**config.mk**
```make
export PLATFORM = sky130hd
export DESIGN_NAME = mul4_fitness_sequencer_flat
export DESIGN_NICKNAME = d
export VERILOG_FILES = /design/src/rtl/mul4_eval_pkg.sv /design/src/rtl/mul4_fitness_sequencer_if.sv /design/src/rtl/mul4_score.sv /design/src/rtl/mul4_fitness_sequencer.sv /design/src/flat_wrapper.sv
export SDC_FILE = /design/constraint.sdc
export NUM_CORES = 1
export LEC_CHECK = 0
export ABC_AREA = 1
export CAP_MARGIN = 10
export CORE_ASPECT_RATIO = 1.1
export CORE_MARGIN = 1
export CORE_UTILIZATION = 55
export CTS_BUF_LIST = sky130_fd_sc_hd__clkbuf_16
export CTS_CLUSTER_DIAMETER = 80
export DETAILED_ROUTE_END_ITERATION = 10
export PLACE_DENSITY_LB_ADDON = 0.12
export SKIP_LAST_GASP = 1
export SLEW_MARGIN = 20
export SYNTH_ARGS = -nofsm -noshare
export SYNTH_HDL_FRONTEND = slang
export SYNTH_SLANG_ARGS = --single-unit
```
**constraint.sdc**
```tcl
create_clock -name clk -period 13.6 [get_ports clk]
set_clock_uncertainty 0.05 [all_clocks]
set_input_delay 4.08 -clock clk [delete_from_list [all_inputs] [get_ports clk]]
set_output_delay 4.08 -clock clk [all_outputs]
set_load 0.01 [all_outputs]
```
**src/rtl/mul4_eval_pkg.sv**
```systemverilog
// mul4_eval_pkg: shared FSM states, lane stimulus and golden product words for mul4 evaluation
// Bit-sliced lane i drives a1=i[3], a0=i[2], b1=i[1], b0=i[0]; golden words hold {a1,a0}*{b1,b0} per lane.
package mul4_eval_pkg;
    typedef enum logic [2:0] {IDLE, DRIVE, CAPTURE, SCORE, REPORT, DONE} state_t;
    localparam int SCORE_W = 7;
    localparam logic [15:0] LANE_A1 = 16'hFF00;
    localparam logic [15:0] LANE_A0 = 16'hF0F0;
    localparam logic [15:0] LANE_B1 = 16'hCCCC;
    localparam logic [15:0] LANE_B0 = 16'hAAAA;
    localparam logic [15:0] GOLD_Y3 = 16'h8000;
    localparam logic [15:0] GOLD_Y2 = 16'h4C00;
    localparam logic [15:0] GOLD_Y1 = 16'h6AC0;
    localparam logic [15:0] GOLD_Y0 = 16'hA0A0;
    localparam logic [63:0] GOLD = {GOLD_Y3, GOLD_Y2, GOLD_Y1, GOLD_Y0};
endpackage

```
**src/rtl/mul4_fitness_sequencer_if.sv**
```systemverilog
// mul4_fitness_sequencer_if: candidate datapath and result stream between sequencer and candidate mux/consumer
// Datapath: cand_sel, dp_a1/a0/b1/b0 (stimulus out), dp_y3..y0 (candidate outputs back).
// Result stream: res_valid/res_ready handshake carrying res_cand and res_score.
interface mul4_fitness_sequencer_if
    import mul4_eval_pkg::*;
#(
    parameter int CAND_W = 4
);
    logic [CAND_W-1:0] cand_sel;
    logic [15:0] dp_a1, dp_a0, dp_b1, dp_b0;
    logic [15:0] dp_y3, dp_y2, dp_y1, dp_y0;
    logic res_valid, res_ready;
    logic [CAND_W-1:0] res_cand;
    logic [SCORE_W-1:0] res_score;
    modport master (
        output cand_sel, dp_a1, dp_a0, dp_b1, dp_b0, res_valid, res_cand, res_score,
        input dp_y3, dp_y2, dp_y1, dp_y0, res_ready
    );
    modport slave (
        input cand_sel, dp_a1, dp_a0, dp_b1, dp_b0, res_valid, res_cand, res_score,
        output dp_y3, dp_y2, dp_y1, dp_y0, res_ready
    );
endinterface

```
**src/rtl/mul4_score.sv**
```systemverilog
// mul4_score: number of output bits (0..64) matching the golden 2x2 product truth table
// y: {y3,y2,y1,y0} captured candidate outputs; score: 64 - popcount(y ^ golden).
module mul4_score
    import mul4_eval_pkg::*;
(
    input  logic [63:0]        y,
    output logic [SCORE_W-1:0] score
);
    logic [63:0] d;
    logic [SCORE_W-1:0] err;
    assign d = y ^ GOLD;
    always_comb begin
        err = '0;
        for (int i = 0; i < 64; i++) err = err + SCORE_W'(d[i]);
        score = SCORE_W'(64) - err;
    end
endmodule

```
**src/rtl/mul4_fitness_sequencer.sv**
```systemverilog
// mul4_fitness_sequencer: scores candidate 2x2 multipliers one at a time and tracks the best
// clk, rst_n (async active-low); start/abort pulses; num_cand candidates per run (clamped to MAX_CAND);
// bus: cand_sel + bit-sliced stimulus out, candidate outputs in, res_* valid/ready result stream;
// best_cand/best_score: lowest index with max score this run; busy while evaluating; done 1-cycle pulse at run end.
module mul4_fitness_sequencer
    import mul4_eval_pkg::*;
#(
    parameter int MAX_CAND = 16,
    parameter int SETTLE = 2,
    localparam int CAND_W = $clog2(MAX_CAND)
) (
    input  logic                    clk,
    input  logic                    rst_n,
    input  logic                    start,
    input  logic                    abort,
    input  logic [CAND_W:0]         num_cand,
    output logic [CAND_W-1:0]       best_cand,
    output logic [SCORE_W-1:0]      best_score,
    output logic                    busy,
    output logic                    done,
    mul4_fitness_sequencer_if.master bus
);
    localparam int CNT_W = $clog2(SETTLE + 1);
    localparam logic [CAND_W:0] MAXN = (CAND_W + 1)'(MAX_CAND);
    state_t state, nxt, launch;
    logic [CAND_W-1:0] sel, rcand, bcand;
    logic [CAND_W:0] n;
    logic [CNT_W-1:0] cnt;
    logic [63:0] cap;
    logic [SCORE_W-1:0] score, rscore, bscore;
    logic go, drv, last, acc;
    mul4_score u_score (.y(cap), .score(score));
    assign go = (state == IDLE || state == DONE) && start && !abort;
    assign launch = num_cand == '0 ? DONE : DRIVE;
    assign last = {1'b0, sel} == n - 1'b1;
    assign acc = state == REPORT && bus.res_ready;
    assign drv = state == DRIVE || state == CAPTURE;
    always_comb begin
        nxt = state;
        case (state)
            IDLE:    nxt = go ? launch : IDLE;
            DRIVE:   nxt = cnt == CNT_W'(SETTLE - 1) ? CAPTURE : DRIVE;
            CAPTURE: nxt = SCORE;
            SCORE:   nxt = REPORT;
            REPORT:  nxt = acc ? (last ? DONE : DRIVE) : REPORT;
            DONE:    nxt = go ? launch : IDLE;
            default: nxt = IDLE;
        endcase
        if (abort) nxt = IDLE;
    end
    always_ff @(posedge clk or negedge rst_n) begin
        if (!rst_n) begin
            state  <= IDLE;
            cnt    <= '0;
            sel    <= '0;
            n      <= '0;
            cap    <= '0;
            rscore <= '0;
            rcand  <= '0;
            bscore <= '0;
            bcand  <= '0;
        end else begin
            state <= nxt;
            cnt   <= state == DRIVE ? cnt + 1'b1 : '0;
            if (go) begin
                sel    <= '0;
                n      <= num_cand > MAXN ? MAXN : num_cand;
                bscore <= '0;
                bcand  <= '0;
            end
            if (acc && !last && !abort) sel <= sel + 1'b1;
            if (state == CAPTURE) cap <= {bus.dp_y3, bus.dp_y2, bus.dp_y1, bus.dp_y0};
            if (state == SCORE) begin
                rscore <= score;
                rcand  <= sel;
                // candidate 0 always seeds the best; later ones need a strictly higher score
                if (sel == '0 || score > bscore) begin
                    bscore <= score;
                    bcand  <= sel;
                end
            end
        end
    end
    assign bus.cand_sel  = sel;
    assign bus.dp_a1     = drv ? LANE_A1 : '0;
    assign bus.dp_a0     = drv ? LANE_A0 : '0;
    assign bus.dp_b1     = drv ? LANE_B1 : '0;
    assign bus.dp_b0     = drv ? LANE_B0 : '0;
    assign bus.res_valid = state == REPORT;
    assign bus.res_cand  = rcand;
    assign bus.res_score = rscore;
    assign best_cand     = bcand;
    assign best_score    = bscore;
    assign busy          = drv || state == SCORE || state == REPORT;
    assign done          = state == DONE;
endmodule

```
**src/flat_wrapper.sv**
```systemverilog
// flat-port wrapper written by rule: the top's interface ports become plain ports
module mul4_fitness_sequencer_flat import mul4_eval_pkg::*;
#(
    parameter int MAX_CAND = 16,
    parameter int SETTLE = 2,
    localparam int CAND_W = $clog2(MAX_CAND)
)
  (clk, rst_n, start, abort, num_cand, best_cand, best_score, busy, done, bus_cand_sel, bus_dp_a1, bus_dp_a0, bus_dp_b1, bus_dp_b0, bus_res_valid, bus_res_cand, bus_res_score, bus_dp_y3, bus_dp_y2, bus_dp_y1, bus_dp_y0, bus_res_ready);
  mul4_fitness_sequencer_if #(.CAND_W(4)) bus_i ();
  input  logic clk;
  input  logic rst_n;
  input  logic start;
  input  logic abort;
  input  logic [CAND_W:0] num_cand;
  output logic [CAND_W-1:0] best_cand;
  output logic [SCORE_W-1:0] best_score;
  output logic busy;
  output logic done;
  output wire logic [$bits(bus_i.cand_sel)-1:0] bus_cand_sel;
  output wire logic [$bits(bus_i.dp_a1)-1:0] bus_dp_a1;
  output wire logic [$bits(bus_i.dp_a0)-1:0] bus_dp_a0;
  output wire logic [$bits(bus_i.dp_b1)-1:0] bus_dp_b1;
  output wire logic [$bits(bus_i.dp_b0)-1:0] bus_dp_b0;
  output wire logic [$bits(bus_i.res_valid)-1:0] bus_res_valid;
  output wire logic [$bits(bus_i.res_cand)-1:0] bus_res_cand;
  output wire logic [$bits(bus_i.res_score)-1:0] bus_res_score;
  input wire logic [$bits(bus_i.dp_y3)-1:0] bus_dp_y3;
  input wire logic [$bits(bus_i.dp_y2)-1:0] bus_dp_y2;
  input wire logic [$bits(bus_i.dp_y1)-1:0] bus_dp_y1;
  input wire logic [$bits(bus_i.dp_y0)-1:0] bus_dp_y0;
  input wire logic [$bits(bus_i.res_ready)-1:0] bus_res_ready;
  assign bus_cand_sel = bus_i.cand_sel;
  assign bus_dp_a1 = bus_i.dp_a1;
  assign bus_dp_a0 = bus_i.dp_a0;
  assign bus_dp_b1 = bus_i.dp_b1;
  assign bus_dp_b0 = bus_i.dp_b0;
  assign bus_res_valid = bus_i.res_valid;
  assign bus_res_cand = bus_i.res_cand;
  assign bus_res_score = bus_i.res_score;
  assign bus_i.dp_y3 = bus_dp_y3;
  assign bus_i.dp_y2 = bus_dp_y2;
  assign bus_i.dp_y1 = bus_dp_y1;
  assign bus_i.dp_y0 = bus_dp_y0;
  assign bus_i.res_ready = bus_res_ready;
  mul4_fitness_sequencer #(.MAX_CAND(MAX_CAND), .SETTLE(SETTLE)) u_core (.clk(clk), .rst_n(rst_n), .start(start), .abort(abort), .num_cand(num_cand), .best_cand(best_cand), .best_score(best_score), .busy(busy), .done(done), .bus(bus_i));
endmodule
```
### Word level (Yosys, flattened, before mapping)

Index checks and enable logic that the tools add are counted.

| storage, ports and cells | value |
|---|---|
| word-level logic and storage cells | 124 |
| ROM bits | 0 |
| latch bits | 0 |
| bits of input ports | 74 |
| output and inout bits | 93 |
| register bits after elaboration | 100 |
| memories kept | 0 |
| memory bits (writable) | 0 |

| cells by class | value |
|---|---|
| shift-type cells | 0 |
| reductions and logical operators | 17 |
| order comparisons | 2 |
| add/sub/neg operators | 67 |
| bitwise operators | 1 |
| multiplexer cells | 21 |
| div/mod/pow operators | 0 |
| multiply operators | 0 |
| equal/unequal tests | 7 |

Operator list:

| cell | count |
|---|---|
| $add A7 B1 Y7 | 57 |
| $mux W16 | 4 |
| $mux W7 | 3 |
| $mux W4 | 5 |
| $mux W3 | 5 |
| $pmux W3 S5 | 1 |
| $not A14 Y14 | 1 |
| $add A6 B1 Y7 | 1 |
| $gt A7 B7 Y1 | 1 |
| $sub A7 B7 Y7 const A | 1 |
| $add A5 B1 Y6 | 1 |
| $eq A3 B2 Y1 const B | 2 |
| $eq A3 B3 Y1 const B | 2 |
| $add A4 B1 Y5 | 1 |
| $eq A4 B5 Y1 | 1 |
| $gt A5 B5 Y1 const B | 1 |
| $logic_and A1 B1 Y1 | 5 |
| $logic_not A5 Y1 | 1 |
| $logic_or A1 B1 Y1 | 5 |
| $mux W5 | 1 |
| $sub A5 B1 Y5 const B | 1 |
| $add A3 B1 Y4 | 1 |
| $add A4 B1 Y4 const B | 1 |
| $logic_not A4 Y1 | 1 |
| other kinds (10) | 12 |

### Logic depth before layout (Yosys ltp)

| depth | value |
|---|---|
| depth after elaboration | 68 |
| mapped depth | 38 |
| gate-level depth less buffers | 37 |

### Hierarchy

From an unflattened synthesis, not the netlist that was laid out.

| second synthesis, totals | value |
|---|---|
| cell total of the unflattened synthesis | 717 |
| area, all modules | 7,273.2 sq um |

Modules (own cells, without submodules):

| module | instances | cells each | sequential area each (sq um) | area each (sq um) |
|---|---|---|---|---|
| mul4_fitness_sequencer | 1 | 446 | 2,502.4 | 4,827.1 |
| mul4_score | 1 | 271 | 0.0 | 2,446.1 |

### Worst setup path before layout

Ideal clock, no wire load.

| timing | value |
|---|---|
| kind | reg2reg |
| start point | register u_core.cap[1] |
| end point | register u_core.bcand[0], in the netlist u_core.best_cand[0] |
| setup slack | 6.665 ns |
| path buffers | 1 |
| period minus slack after synthesis | 6.935 ns |
| arrival | 6.768 ns |
| cell stages (with the launch flop) | 32 |
| required time | 13.433 ns |
| library setup time | 0.117 ns |
| cell sequence | dfrtp_1 fa_1 inv_1 ha_1 inv_1 fa_1 fa_1 fa_1 fa_1 inv_1 fa_1 fa_1 inv_1 fa_1 ha_1 inv_1 ha_1 a21oi_1 or2_2 nand4_1 nand2_1 ha_1 nand2_1 nor2_1 nand2_1 nand2_1 nand2_1 nand2_1 nand2_1 buf_2 nand2_1 nand2_1 |

| on the way | value |
|---|---|
| word-level cells in the longest chain between the ends | 68 |

Ends and longest elaborated chain:

| what | line | RTL |
|---|---|---|
| start, declared | mul4_fitness_sequencer.sv:29 | `logic [63:0] cap;` |
| start signal, assigned | mul4_fitness_sequencer.sv:72 | `if (state == CAPTURE) cap <= {bus.dp_y3, bus.dp_y2, bus.dp_y1, bus.dp_y0};` |
| $add A1 B1 Y2 | mul4_score.sv:14 | `for (int i = 0; i < 64; i++) err = err + SCORE_W'(d[i]);` |
| $add A2 B1 Y3 | mul4_score.sv:14 |  |
| $add A3 B1 Y4 | mul4_score.sv:14 |  |
| $add A4 B1 Y5 | mul4_score.sv:14 |  |
| $add A5 B1 Y6 | mul4_score.sv:14 |  |
| $add A6 B1 Y7 | mul4_score.sv:14 |  |
| $add A7 B1 Y7 (57 in a row) | mul4_score.sv:14 |  |
| $sub A7 B7 Y7 | mul4_score.sv:15 | `score = SCORE_W'(64) - err;` |
| via u_core.score[6] | mul4_fitness_sequencer.sv:30 | `logic [SCORE_W-1:0] score, rscore, bscore;` |
| $gt A7 B7 Y1 | mul4_fitness_sequencer.sv:77 | `if (sel == '0 \|\| score > bscore) begin` |
| $logic_or A1 B1 Y1 | mul4_fitness_sequencer.sv:77 |  |
| $mux W4 | mul4_fitness_sequencer.sv:77 |  |
| $mux W4 | mul4_fitness_sequencer.sv:73 | `if (state == SCORE) begin` |
| end signal, assigned | mul4_fitness_sequencer.sv:79 | `bcand <= sel;` |
| end, declared | mul4_fitness_sequencer.sv:26 | `logic [CAND_W-1:0] sel, rcand, bcand;` |

The timed path passes the listed nets, and every way through them passes these cells.
A chain may end at the register's enable or synchronous reset.

### Worst setup path after layout

| timing | value |
|---|---|
| start point | register u_core.state[2] |
| end point | output port bus_dp_a1[9] |

| on the way | value |
|---|---|
| word-level cells in the longest chain between the ends | 3 |
| elaborated cells between the ends (all ways) | 4 |
| classes of those cells | eq/ne (2); mux (1); reduce/logical (1) |

Ends and longest elaborated chain:

| what | line | RTL |
|---|---|---|
| start, declared | mul4_fitness_sequencer.sv:25 | `state_t state, nxt, launch;` |
| start signal, assigned | mul4_fitness_sequencer.sv:63 | `state <= nxt;` |
| $eq A3 B1 Y1 or $eq A3 B2 Y1 (tied branches) | mul4_fitness_sequencer.sv:37 | `assign drv = state == DRIVE \|\| state == CAPTURE;` |
| $logic_or A1 B1 Y1 (*) | mul4_fitness_sequencer.sv:37 |  |
| $mux W16 (*) | mul4_fitness_sequencer.sv:85 | `assign bus.dp_a1 = drv ? LANE_A1 : '0;` |
| end, declared | flat_wrapper.sv:20 | `output wire logic [$bits(bus_i.dp_a1)-1:0] bus_dp_a1;` |

Mark *: on every way between the ends. The rest lies on a longest branch, timed or not.

==> results_dict.tcl <==
set metrics [dict create \
    n_antenna_cell 0 \
    layout-drive-gt1-share 0.0392 \
    globalplace.congestion 0.828 \
    ys_ff_latch 100 \
    status "finished, violations left" \
    h-tree-depth 3 \
    grt-ovfl-total 0 \
    hold_viol 0 \
    required_ns 9.47 \
    wl_per_cell_um 12.9 \
    critPathArrivalTime_ns 3.65 \
    worstMarginPinSlew_ns 0.846 \
    drt_wl_total_um 13900 \
    vias_per_cell 4.71 \
    hp-class "flop to flop" \
    remaining_drc_errors 20 \
    vias 5071 \
    final_net_count 1114 \
    place_inst 1061 \
    grt_pass1_vias 5396 \
    place_hpwl_um 10900 \
    rsz0062_at_grt "false" \
    cts_buffers 9 \
    cts_sinks 100 \
    ctsRootBufferMaster "clkbuf_16" \
    seq_area_frac_synth 0.348 \
    placement_rows 43 \
    grt_max_degree 97 \
    clk_latency_ns 0.36 \
    synth_ff_type "dfrtp_1" \
    syn_area_per_cell_sq_um 8.79 \
    drv_slew 0 \
    antenna_found_initial 0 \
    worstSetupPathType "flop to output pin" \
    drt_iter0_markers 238 \
    nFillCells 1030 \
    cap_violations 0 \
    cts_tree "yes" \
    ctsLongestPathBuffers 2 \
    grt_usage 0.229 \
    syn2layout_area_growth_pct 18.9 \
    path_clk_slew_ns 0.07 \
    postCtsSetupRepairBufs 0 \
    die-area_sq_mm 0.0136 \
    portBuffers 134 \
    synth_area_sq_mm 0.00720 \
    setup-violations-final 0 \
    end_kind "output pin" \
    failed_checks "DRC" \
    finalNonFillerCells 1076 \
    synth_warnings 0 \
    holdBufCountCts 0 \
    asyncSetResetFlopFracSynth 1.00 \
    ios 167 \
    fin_tns_setup_ns 0 \
    fmax_mhz 129 \
    core_area_sq_mm 0.0127 \
    ant_nets 0 \
    worstPathMaxFanout 96 \
    period_minus_slack_ns 7.78 \
    fp.dieH_um 122 \
    cts-resized-gates 0 \
    yosysUniqueCellTypes 35 \
    fin_ws_ns 5.82 \
    fin_crit_sh 0.572 \
    synthCells 819 \
    fp.dieW_um 111 \
    dp_slack_ns 5.89 \
    drtPass1Iterations 9 \
    grt_pass1_wl_um 24600 \
    start_util 0.567 \
    synth_edf_count 0 \
    relSlewSlack 0.434 \
    startpoint_type "flop" \
]
==> through the flow <==
stage	utilization	hold slack [ns]	cell area, sq um
2_1_floorplan	-	0.360	7320
3_3_place_gp	0.653	0.371	8290
3_5_place_dp	0.653	0.386	8290
4_1_cts	0.674	0.396	8560
5_1_grt	0.674	0.402	8560
6_report	0.674	0.390	8560
==> critical path: stages (launching register included) <==
cell             delay [ns]
dfrtp_1                0.41
inv_2                  0.09
nand2_2                0.09
nor2_4                 0.08
buf_4                  0.63
inv_2                  0.49
nand2_1                0.78
clkdlybuf4s50_1        0.71
==> synth_stat cells, types with 3 or more instances <==
master   number  area share
ha_1         72        0.13
mux2_2        3      0.0047
xor2_1        5      0.0061
nand4_1       4      0.0035
fa_1         53        0.15
inv_1       168       0.088
o21ai_0      34       0.024
dfrtp_1     100        0.35
inv_2         5      0.0026
nand3_1      22       0.015
nor2_1       18      0.0094
buf_4        66       0.069
buf_2        14      0.0097
a21oi_1      16       0.011
nand2_1     214        0.11
==> cells in the final DEF (no fill, tap or decap), types with 2 or more instances in the layout <==
cell type	synthesis	layout
a21oi_1	16	16
buf_4	66	4
clkbuf_16	0	9
clkdlybuf4s50_1	0	133
clkinv_4	0	2
conb_1	1	32
dfrtp_1	100	100
fa_1	53	53
ha_1	72	72
inv_1	168	169
inv_2	5	5
mux2_2	3	3
nand2_1	214	214
nand2_2	2	2
nand3_1	22	22
nand4_1	4	4
nor2_1	18	17
nor2_2	1	2
nor4_1	2	2
o21ai_0	34	34
o22ai_1	2	2
xnor2_1	2	2
xor2_1	5	5
==> worst paths after layout <==
path / from / end / slack [ns] / cells past startpoint
setup / recovery: u_core.state[2] / bus_dp_a1[9] / 5.82 / 7
hold / removal: u_core.cnt[0] / u_core.cnt[0] / 0.39 / 1
setup reg to reg: u_core.cap[4] / u_core.best_cand[1] / 5.91 / 30
hold reg to reg: u_core.cnt[0] / u_core.cnt[0] / 0.39 / 1
max in group asynchronous: rst_n / u_core.cap[9] / 8.68 / 2
min in group asynchronous: rst_n / u_core.cap[22] / 3.69 / 1
==> final cells by class <==
| class | count | area, sq um | area share |
|---|---|---|---|
| Tap cell | 157 | 196 | 0.0229 |
| Clock inverter | 6 | 42.5 | 0.00497 |
| Clock buffer | 9 | 225 | 0.0263 |
| Inverter | 174 | 656 | 0.0766 |
| Multi-Input combinational cell | 493 | 3580 | 0.418 |
| Sequential cell | 100 | 2500 | 0.292 |
| Timing Repair Buffer | 137 | 1360 | 0.159 |
==> cell families after synthesis <==
| family | share of synthesized area |
|---|---|
| simple gates | 0.152 |
| buf+inv | 0.172 |
| fa+ha+maj | 0.273 |
| flops | 0.348 |
| compound gates | 0.0403 |
| xor+xnor | 0.00852 |
| mux | 0.00626 |
| other cells | 0.000521 |
==> flip-flops by register name, summed over array words and instances (netlist names) <==
| signal | cells |
|---|---|
| u_core.cnt | 2 |
| u_core.bus.res_score | 7 |
| u_core.cap | 64 |
| u_core.n | 5 |
| u_core.best_cand | 4 |
| u_core.state | 3 |
| u_core.bus.res_cand | 4 |
| u_core.bus.cand_sel | 4 |
| u_core.best_score | 7 |
==> layer usage <==
layer  track usage  up-vias  part of all wire
met5             0        -                 0
met2         0.403       96              0.50
met1         0.286     2414              0.44
met3        0.0483       14             0.045
met4        0.0718        0             0.015
li1              -     2547                 -
Power is left out: the tool's default activity adds up to more than one toggle a clock period on the data nets, which glitch-free logic cannot reach.
